**config.mk**
```make
export PLATFORM = sky130hd
export DESIGN_NAME = collector_readout_flat
export DESIGN_NICKNAME = d
export VERILOG_FILES = /design/src/rtl/collector_readout_if.sv /design/src/rtl/collector_readout.sv /design/src/flat_wrapper.sv
export SDC_FILE = /design/constraint.sdc
export NUM_CORES = 1
export LEC_CHECK = 0
export CAP_MARGIN = 5
export CELL_PAD_IN_SITES_DETAIL_PLACEMENT = 1
export CELL_PAD_IN_SITES_GLOBAL_PLACEMENT = 1
export CORE_MARGIN = 5
export CORE_UTILIZATION = 44
export DETAILED_ROUTE_END_ITERATION = 16
export PLACE_DENSITY = 0.69
export SLEW_MARGIN = 20
export SYNTH_ARGS = -nofsm -noshare
export SYNTH_HDL_FRONTEND = slang
export SYNTH_SLANG_ARGS = --single-unit
```
**constraint.sdc**
```tcl
create_clock -name clk -period 2.6 [get_ports clk]
set_clock_uncertainty 0.05 [all_clocks]
set_input_delay 0.26 -clock clk [delete_from_list [all_inputs] [get_ports clk]]
set_output_delay 0.26 -clock clk [all_outputs]
set_load 0.01 [all_outputs]
```
**src/rtl/collector_readout_if.sv**
```systemverilog
// collector_readout_if: sample handshake, transmit enable and status bundle for collector_readout.
// Latency: none, wires only.
// Backpressure: sample_ready low means the offered sample is dropped and overflow is raised.
// Members:
//   ena                     transmit enable (new frames only)
//   sample_in/sample_valid  sample byte offered by the collector
//   sample_ready            buffer has room (registered, equals !full)
//   tx                      registered UART 8N1 line, idles high
//   tx_busy                 a frame is in progress
//   fifo_count              buffer occupancy
//   overflow                sticky drop flag
// master = collector/host side, slave = collector_readout.
interface collector_readout_if;
  logic       ena;
  logic [7:0] sample_in;
  logic       sample_valid;
  logic       sample_ready;
  logic       tx;
  logic       tx_busy;
  logic [4:0] fifo_count;
  logic       overflow;

  modport master (
    output ena, sample_in, sample_valid,
    input  sample_ready, tx, tx_busy, fifo_count, overflow
  );

  modport slave (
    input  ena, sample_in, sample_valid,
    output sample_ready, tx, tx_busy, fifo_count, overflow
  );
endinterface

```
**src/rtl/collector_readout.sv**
```systemverilog
// collector_readout: buffers collector samples and serializes them LSB-first as UART 8N1 on tx.
// Latency: start bit begins on the edge after ena && fifo_count != 0 is sampled in IDLE; frame = 10*CLKS_PER_BIT.
// Backpressure: sample_ready = !full (registered); samples offered while full are dropped and set sticky overflow.
// Ports: clk, rst_n (async active-low), bus (collector_readout_if.slave: ena, sample_in/valid/ready,
//   tx, tx_busy, fifo_count, overflow).
// Optional feature: define READOUT_CHECKSUM_EN to append a mod-256 checksum frame after every PKT_LEN data frames.

// Generic single-clock FIFO; count is the occupancy, pop_dat shows the head word.
module sync_fifo #(
  parameter int WIDTH = 8,
  parameter int DEPTH = 8
) (
  input  logic                   clk,
  input  logic                   rst_n,
  input  logic                   push,
  input  logic [WIDTH-1:0]       push_dat,
  input  logic                   pop,
  output logic [WIDTH-1:0]       pop_dat,
  output logic [$clog2(DEPTH):0] count,
  output logic                   full,
  output logic                   empty
);
  localparam int AW = $clog2(DEPTH);

  logic [WIDTH-1:0] mem [DEPTH];
  logic [AW-1:0]    wr_ptr;
  logic [AW-1:0]    rd_ptr;
  logic             do_push;
  logic             do_pop;

  assign full    = (count == (AW+1)'(DEPTH));
  assign empty   = (count == '0);
  assign do_push = push && !full;
  assign do_pop  = pop && !empty;
  assign pop_dat = mem[rd_ptr];

  // Storage needs no reset: the pointers alone define what is valid.
  always_ff @(posedge clk) begin
    if (do_push) mem[wr_ptr] <= push_dat;
  end

  // Pointers wrap naturally because DEPTH is a power of two.
  always_ff @(posedge clk or negedge rst_n) begin
    if (!rst_n) begin
      wr_ptr <= '0;
      rd_ptr <= '0;
      count  <= '0;
    end else begin
      if (do_push) wr_ptr <= wr_ptr + AW'(1);
      if (do_pop)  rd_ptr <= rd_ptr + AW'(1);
      case ({do_push, do_pop})
        2'b10:   count <= count + (AW+1)'(1);
        2'b01:   count <= count - (AW+1)'(1);
        default: ;
      endcase
    end
  end
endmodule

module collector_readout #(
  parameter int CLKS_PER_BIT = 16,
  parameter int FIFO_DEPTH   = 8,
  parameter int PKT_LEN      = 4
) (
  input logic                clk,
  input logic                rst_n,
  collector_readout_if.slave bus
);
  if (CLKS_PER_BIT < 2 || CLKS_PER_BIT > 255) begin : g_bad_clks_per_bit
    $error("collector_readout: CLKS_PER_BIT must be 2..255");
  end
  if (FIFO_DEPTH < 2 || FIFO_DEPTH > 16 || (FIFO_DEPTH & (FIFO_DEPTH - 1)) != 0) begin : g_bad_fifo_depth
    $error("collector_readout: FIFO_DEPTH must be a power of two in 2..16");
  end
  if (PKT_LEN < 1 || PKT_LEN > 255) begin : g_bad_pkt_len
    $error("collector_readout: PKT_LEN must be 1..255");
  end

  localparam int CW = $clog2(CLKS_PER_BIT);
  localparam int FW = $clog2(FIFO_DEPTH) + 1;
  localparam logic [CW-1:0] BAUD_LAST = CW'(CLKS_PER_BIT - 1);

  localparam logic [1:0] S_IDLE  = 2'd0;
  localparam logic [1:0] S_START = 2'd1;
  localparam logic [1:0] S_DATA  = 2'd2;
  localparam logic [1:0] S_STOP  = 2'd3;

  logic [1:0]    state;
  logic [CW-1:0] baud_cnt;
  logic [2:0]    bit_idx;
  logic [7:0]    shift;
  logic          tx_q;
  logic          overflow_q;

  logic [7:0]    head_dat;
  logic [FW-1:0] fifo_cnt;
  logic          fifo_full;
  logic          fifo_empty;
  logic          start_data;
  logic          start_cks;
  logic          start_frame;
  logic [7:0]    frame_byte;
  logic          baud_done;

  sync_fifo #(.WIDTH(8), .DEPTH(FIFO_DEPTH)) u_fifo (
    .clk      (clk),
    .rst_n    (rst_n),
    .push     (bus.sample_valid),
    .push_dat (bus.sample_in),
    .pop      (start_data),
    .pop_dat  (head_dat),
    .count    (fifo_cnt),
    .full     (fifo_full),
    .empty    (fifo_empty)
  );

  assign baud_done = (baud_cnt == BAUD_LAST);

`ifdef READOUT_CHECKSUM_EN
  logic [7:0] byte_cnt;
  logic [7:0] sum;
  logic       cks_frame;
  logic       cks_due;

  // Once PKT_LEN data frames have gone out, the checksum frame takes
  // priority and is sent even with an empty FIFO.
  assign cks_due    = (byte_cnt == 8'(PKT_LEN));
  assign start_cks  = (state == S_IDLE) && bus.ena && cks_due;
  assign start_data = (state == S_IDLE) && bus.ena && !fifo_empty && !cks_due;
  assign frame_byte = start_cks ? sum : head_dat;

  always_ff @(posedge clk or negedge rst_n) begin
    if (!rst_n) begin
      byte_cnt  <= '0;
      sum       <= '0;
      cks_frame <= 1'b0;
    end else begin
      if (start_data) begin
        byte_cnt <= byte_cnt + 8'd1;
        sum      <= sum + head_dat;
      end
      if (start_cks) cks_frame <= 1'b1;
      // Clear only once the checksum frame has fully left the pin.
      if (cks_frame && state == S_STOP && baud_done) begin
        byte_cnt  <= '0;
        sum       <= '0;
        cks_frame <= 1'b0;
      end
    end
  end
`else
  assign start_cks  = 1'b0;
  assign start_data = (state == S_IDLE) && bus.ena && !fifo_empty;
  assign frame_byte = head_dat;
`endif

  assign start_frame = start_data || start_cks;

  always_ff @(posedge clk or negedge rst_n) begin
    if (!rst_n) begin
      state    <= S_IDLE;
      baud_cnt <= '0;
      bit_idx  <= '0;
      shift    <= '0;
      tx_q     <= 1'b1;
    end else begin
      case (state)
        S_IDLE: begin
          if (start_frame) begin
            state    <= S_START;
            shift    <= frame_byte;
            tx_q     <= 1'b0;
            baud_cnt <= '0;
          end
        end
        S_START: begin
          if (baud_done) begin
            state    <= S_DATA;
            tx_q     <= shift[0];
            bit_idx  <= '0;
            baud_cnt <= '0;
          end else begin
            baud_cnt <= baud_cnt + CW'(1);
          end
        end
        S_DATA: begin
          if (baud_done) begin
            baud_cnt <= '0;
            if (bit_idx == 3'd7) begin
              state <= S_STOP;
              tx_q  <= 1'b1;
            end else begin
              // Next bit on the line is the one that becomes shift[0].
              shift   <= {1'b0, shift[7:1]};
              tx_q    <= shift[1];
              bit_idx <= bit_idx + 3'd1;
            end
          end else begin
            baud_cnt <= baud_cnt + CW'(1);
          end
        end
        S_STOP: begin
          if (baud_done) begin
            state    <= S_IDLE;
            baud_cnt <= '0;
          end else begin
            baud_cnt <= baud_cnt + CW'(1);
          end
        end
        default: state <= S_IDLE;
      endcase
    end
  end

  always_ff @(posedge clk or negedge rst_n) begin
    if (!rst_n)                             overflow_q <= 1'b0;
    else if (bus.sample_valid && fifo_full) overflow_q <= 1'b1;
  end

  assign bus.tx           = tx_q;
  assign bus.tx_busy      = (state != S_IDLE);
  assign bus.sample_ready = !fifo_full;
  assign bus.fifo_count   = 5'(fifo_cnt);
  assign bus.overflow     = overflow_q;
endmodule
```
**src/flat_wrapper.sv**
```systemverilog
// flat-port wrapper written by rule: the top's interface ports become plain ports
module collector_readout_flat 
#(
  parameter int CLKS_PER_BIT = 16,
  parameter int FIFO_DEPTH   = 8,
  parameter int PKT_LEN      = 4
)
  (clk, rst_n, bus_ena, bus_sample_in, bus_sample_valid, bus_sample_ready, bus_tx, bus_tx_busy, bus_fifo_count, bus_overflow);
  collector_readout_if bus_i ();
  input logic clk;
  input logic rst_n;
  input wire logic [$bits(bus_i.ena)-1:0] bus_ena;
  input wire logic [$bits(bus_i.sample_in)-1:0] bus_sample_in;
  input wire logic [$bits(bus_i.sample_valid)-1:0] bus_sample_valid;
  output wire logic [$bits(bus_i.sample_ready)-1:0] bus_sample_ready;
  output wire logic [$bits(bus_i.tx)-1:0] bus_tx;
  output wire logic [$bits(bus_i.tx_busy)-1:0] bus_tx_busy;
  output wire logic [$bits(bus_i.fifo_count)-1:0] bus_fifo_count;
  output wire logic [$bits(bus_i.overflow)-1:0] bus_overflow;
  assign bus_i.ena = bus_ena;
  assign bus_i.sample_in = bus_sample_in;
  assign bus_i.sample_valid = bus_sample_valid;
  assign bus_sample_ready = bus_i.sample_ready;
  assign bus_tx = bus_i.tx;
  assign bus_tx_busy = bus_i.tx_busy;
  assign bus_fifo_count = bus_i.fifo_count;
  assign bus_overflow = bus_i.overflow;
  collector_readout #(.CLKS_PER_BIT(CLKS_PER_BIT), .FIFO_DEPTH(FIFO_DEPTH), .PKT_LEN(PKT_LEN)) u_core (.clk(clk), .rst_n(rst_n), .bus(bus_i));
endmodule
```
==> key figures <==
Power and ir drop
  • Cell Int Power: 3.584 mW
  • Total power: 5.275 mW
  • Max IR drop VDD: about 420 uV
  • Clock power frac: 0.221
  • Combinational power share: 0.359
  • Sw Ratio: 0.3206
  • Leakage power: 1.793 nW
  • Seq pwr share: 0.421
  • P_sw: 1.691 mW
  • Pwr per Cell Area: roughly 1100 nW/um^2

Timing
  • Slew Limit Fails: 0
  • Worst setup margin: 0.1770 ns
  • Final hold viol count: 0
  • RSZ-0062 raised after global routing: no
  • Final period util: 0.9319
  • Setup TNS: 0 ns
  • Slew @ Worst Pin: approximately 0.94 ns
  • Max Clock Freq: 0.4127 GHz
  • Worst slew margin: 0.3718
  • Final worst hold slack: 0.2370 ns
  • Final worst path period need: 2.423 ns
  • Final setup fails: 0

Synth
  • Seq cells post-synth: 93
  • Synth Net Count: 292
  • Ys flop type: edfxtp_1
  • Cell variety after synth: 48
  • Top post-synthesis cells by area: edfxtp_1 (47%), dfrtp_1 (17%), mux4_1 (7.0%), ha_1 (3.9%), mux2i_1 (2.7%)
  • Post-Syn Area: 4123 um^2
  • Synth top area share: 0.4662
  • EDFF count, synth: 64
  • Largest area contributor in the synthesized netlist: edfxtp_1
  • Ys Warns: 0
  • Async SR Flop Fraction: 0.3118
  • Fraction of the yosys area taken by sequential cells: 0.6425
  • Synthesized area per cell: 15.50 um^2
  • Gate Count Post-Synth: 266

Route
  • Final WL: 7593 um
  • Metal-1 WL: 3435 um
  • Vias/cell: 5.364
  • Iteration-0 DRC Markers: slightly above 70
  • Met3 Wirelength: between 100 and 150 um
  • Top sig layer: met4
  • Wire length per cell: 18.43 um
  • WL met2: 3917 um
  • Vias: 2210
  • DRC: 0
  • Initial DRT Pass Iterations: 4
  • Post-route antenna net violation count: 0

Clock network
  • Clock Latency Late Sink: ~0.35 ns
  • CTS hold repair buffers: 0
  • CTS Sinks: 93
  • Clock Path Buffers: 2
  • CTS buffer count: 9
  • Root buf cell: clkbuf_8
  • Post-CTS setup buffer count: 0
  • Clock transition at the registers of the reported paths: 0.10 ns
  • TritonCTS clock tree: built
  • H-tree depth: 3

Floorplanning
  • Rows: 35
  • Num ports: 21
  • Starting density of the core: 0.4483
  • DIE AREA: 11410 um^2
  • Die H: ~110 um
  • Core Region: 9196 um^2
  • Chip width: 106.8 um

Worst setup path
  • CP endpoint kind: flip-flop
  • CP max FO: 4
  • Worst r2r path cells: 9
  • Crit path kind: flip-flop to flip-flop
  • Worst EP arrival: 2.65 ns
  • Buf/Inv on CP: 1
  • Worst R2R Start: u_core.u_fifo.count[0]
  • Worst-path cell with the longest stage delay: or4b_4
  • CP peak stage delay: 0.56 ns
  • Crit path depth: 9
  • Crit path launch type: flip-flop
  • Reg2Reg Setup Slack: 0.18 ns
  • Worst Path Required: 2.83 ns
  • FF-to-FF End: u_core.u_fifo.count[3]
  • Critical path's top delay family: simple AND/OR/NAND/NOR gates
  • Critical Path Start: u_core.u_fifo.count[0]
  • CP Capture Point: u_core.u_fifo.count[3]
  • Worst path cell trace: or4b_4, and2_1, inv_2, ha_4, ha_1, a21o_1, a21oi_2, mux2i_1, xnor2_1

Flow run
  • Max-cap violations: 0

Layout
  • Area Growth Syn to Fin: 14.81%
  • Nets@finish: 322
  • Diode count: 0
  • Share of cells above drive strength 1: 0.1595

Placement
  • Buffers added on ports: 19
  • Worst slack at placement: 0.09162 ns
  • Final Wtd Congestion: 0.7433
  • Detailed Place HPWL: just over 5000 um

Global routing
  • GR Overflow Total: 0
  • Vias in the first global route: 2390
  • GRT Total Usage: 0.1467
  • First-pass GRT wire length: 12650 um
  • Initial antenna violation count: 0
  • Pin count of the biggest net entering global routing: 30

Run status
  • Status: finished, final reports clean

Worst hold path
  • Min-Delay Path Class: primary input to asynchronous set/reset pin
sequential cells by signal, indices dropped and copies added, names as in the netlist:
| register | count |
|---|---|
| u_core.bit_idx | 3 |
| u_core.u_fifo.rd_ptr | 3 |
| u_core.shift | 8 |
| u_core.u_fifo.wr_ptr | 3 |
| u_core.baud_cnt | 4 |
| u_core.u_fifo.count | 4 |
| u_core.state | 2 |
| u_core.bus.tx | 1 |
| u_core.bus.overflow | 1 |
| u_core.u_fifo.mem | 64 |
area by class of cell:
type	count	area, um^2
timing repair buffer	32	300.3
multi-input combinational	151	1366
sequential	93	2649
fill	895	4463
inverter	9	33.78
clock inverter	6	117.6
tap	111	138.9
clock buffer	10	127.6
cells in the mapped netlist, types with 2 or more instances:
master     n
nor2_1    16
ha_1      13
edfxtp_1  64
xor2_1     2
mux4_1    11
xnor2_1    4
dfrtp_1   28
o31ai_1    3
or2_1      2
a22o_1     3
mux2_2     9
buf_6      2
buf_2      6
nor3_1     5
o21ai_1    4
o21ai_0   18
mux4_2     4
nand2b_1   5
clkbuf_2   2
nand2_1   18
inv_1      8
mux2i_1   11
a21oi_1    2
a21o_1     2
stage by stage:
| step | util | std cells | cell area [um^2] |
|---|---|---|---|
| floorplan | - | 266 | 4126 |
| global placement | 0.4863 | 396 | 4472 |
| detailed placement | 0.4863 | 396 | 4472 |
| CTS | 0.5129 | 412 | 4717 |
| global route | 0.5147 | 412 | 4733 |
| finish | 0.5147 | 412 | 4733 |
placed cells by master, fill, tap and decap left out, types with 4 or more instances in the layout:
cell,count
nand2_1,18
ha_1,12
o21ai_0,18
inv_1,8
clkbuf_8,9
mux4_2,4
buf_4,12
dfrtp_1,28
mux2i_1,11
xnor2_1,4
clkdlybuf4s50_1,19
o21ai_1,4
edfxtp_1,64
nor3_1,5
mux2_2,9
nor2_1,16
mux4_1,11
nand2b_1,5
power groups by stage:
| stage | Clock, mW | Combinational (mW) | Sequential (mW) |
|---|---|---|---|
| 2_1_floorplan | 0 | 1.39 | 2.16 |
| 3_3_place_gp | 0 | 1.87 | 2.24 |
| 3_5_place_dp | 0 | 1.90 | 2.26 |
| 4_1_cts | 1.20 | 1.91 | 2.23 |
| 5_1_grt | 1.26 | 2.11 | 2.27 |
| 6_report | 1.16 | 1.89 | 2.22 |
how the worst min path moves through the flow:
stage,end,cells past startpoint,startpoint
finish,u_core.baud_cnt[1],2,rst_n
floorplan,u_core.baud_cnt[0],0,rst_n
global route,u_core.baud_cnt[1],2,rst_n
detailed placement,u_core.baud_cnt[3],1,u_core.baud_cnt[3]
global placement,u_core.baud_cnt[3],1,u_core.baud_cnt[3]
CTS,u_core.baud_cnt[1],2,rst_n
timing repair:
item	in CTS	in global routing
endpoints found under the setup margin	0	1
hold endpoints to repair	0	0
resized for setup	0	3
worst register-to-register path, delay by kind of cell (launching register included):
kind            cells  cell delay, ns
xor+xnor            1            0.13
buf+inv             1            0.09
flops               1            0.39
compound gates      2            0.33
simple gates        2            0.76
mux                 1            0.23
fa+ha+maj           2            0.37
logic make-up after synthesis:
| family | share of synthesized area |
|---|---|
| simple gates | 0.05918 |
| buf+inv | 0.03096 |
| compound gates | 0.06617 |
| other cells | 0.0009096 |
| mux | 0.1433 |
| flops | 0.6425 |
| fa+ha+maj | 0.04431 |
| xor+xnor | 0.01275 |
layer usage:
| layer | up-vias | global-route usage |
|---|---|---|
| met5 | - | 0 |
| met4 | 0 | 0.05205 |
| met3 | 8 | 0.02468 |
| met2 | 22 | 0.2513 |
| met1 | 1114 | 0.1884 |
| li1 | 1066 | - |
No activity file was read; power rests on OpenSTA's default activity.
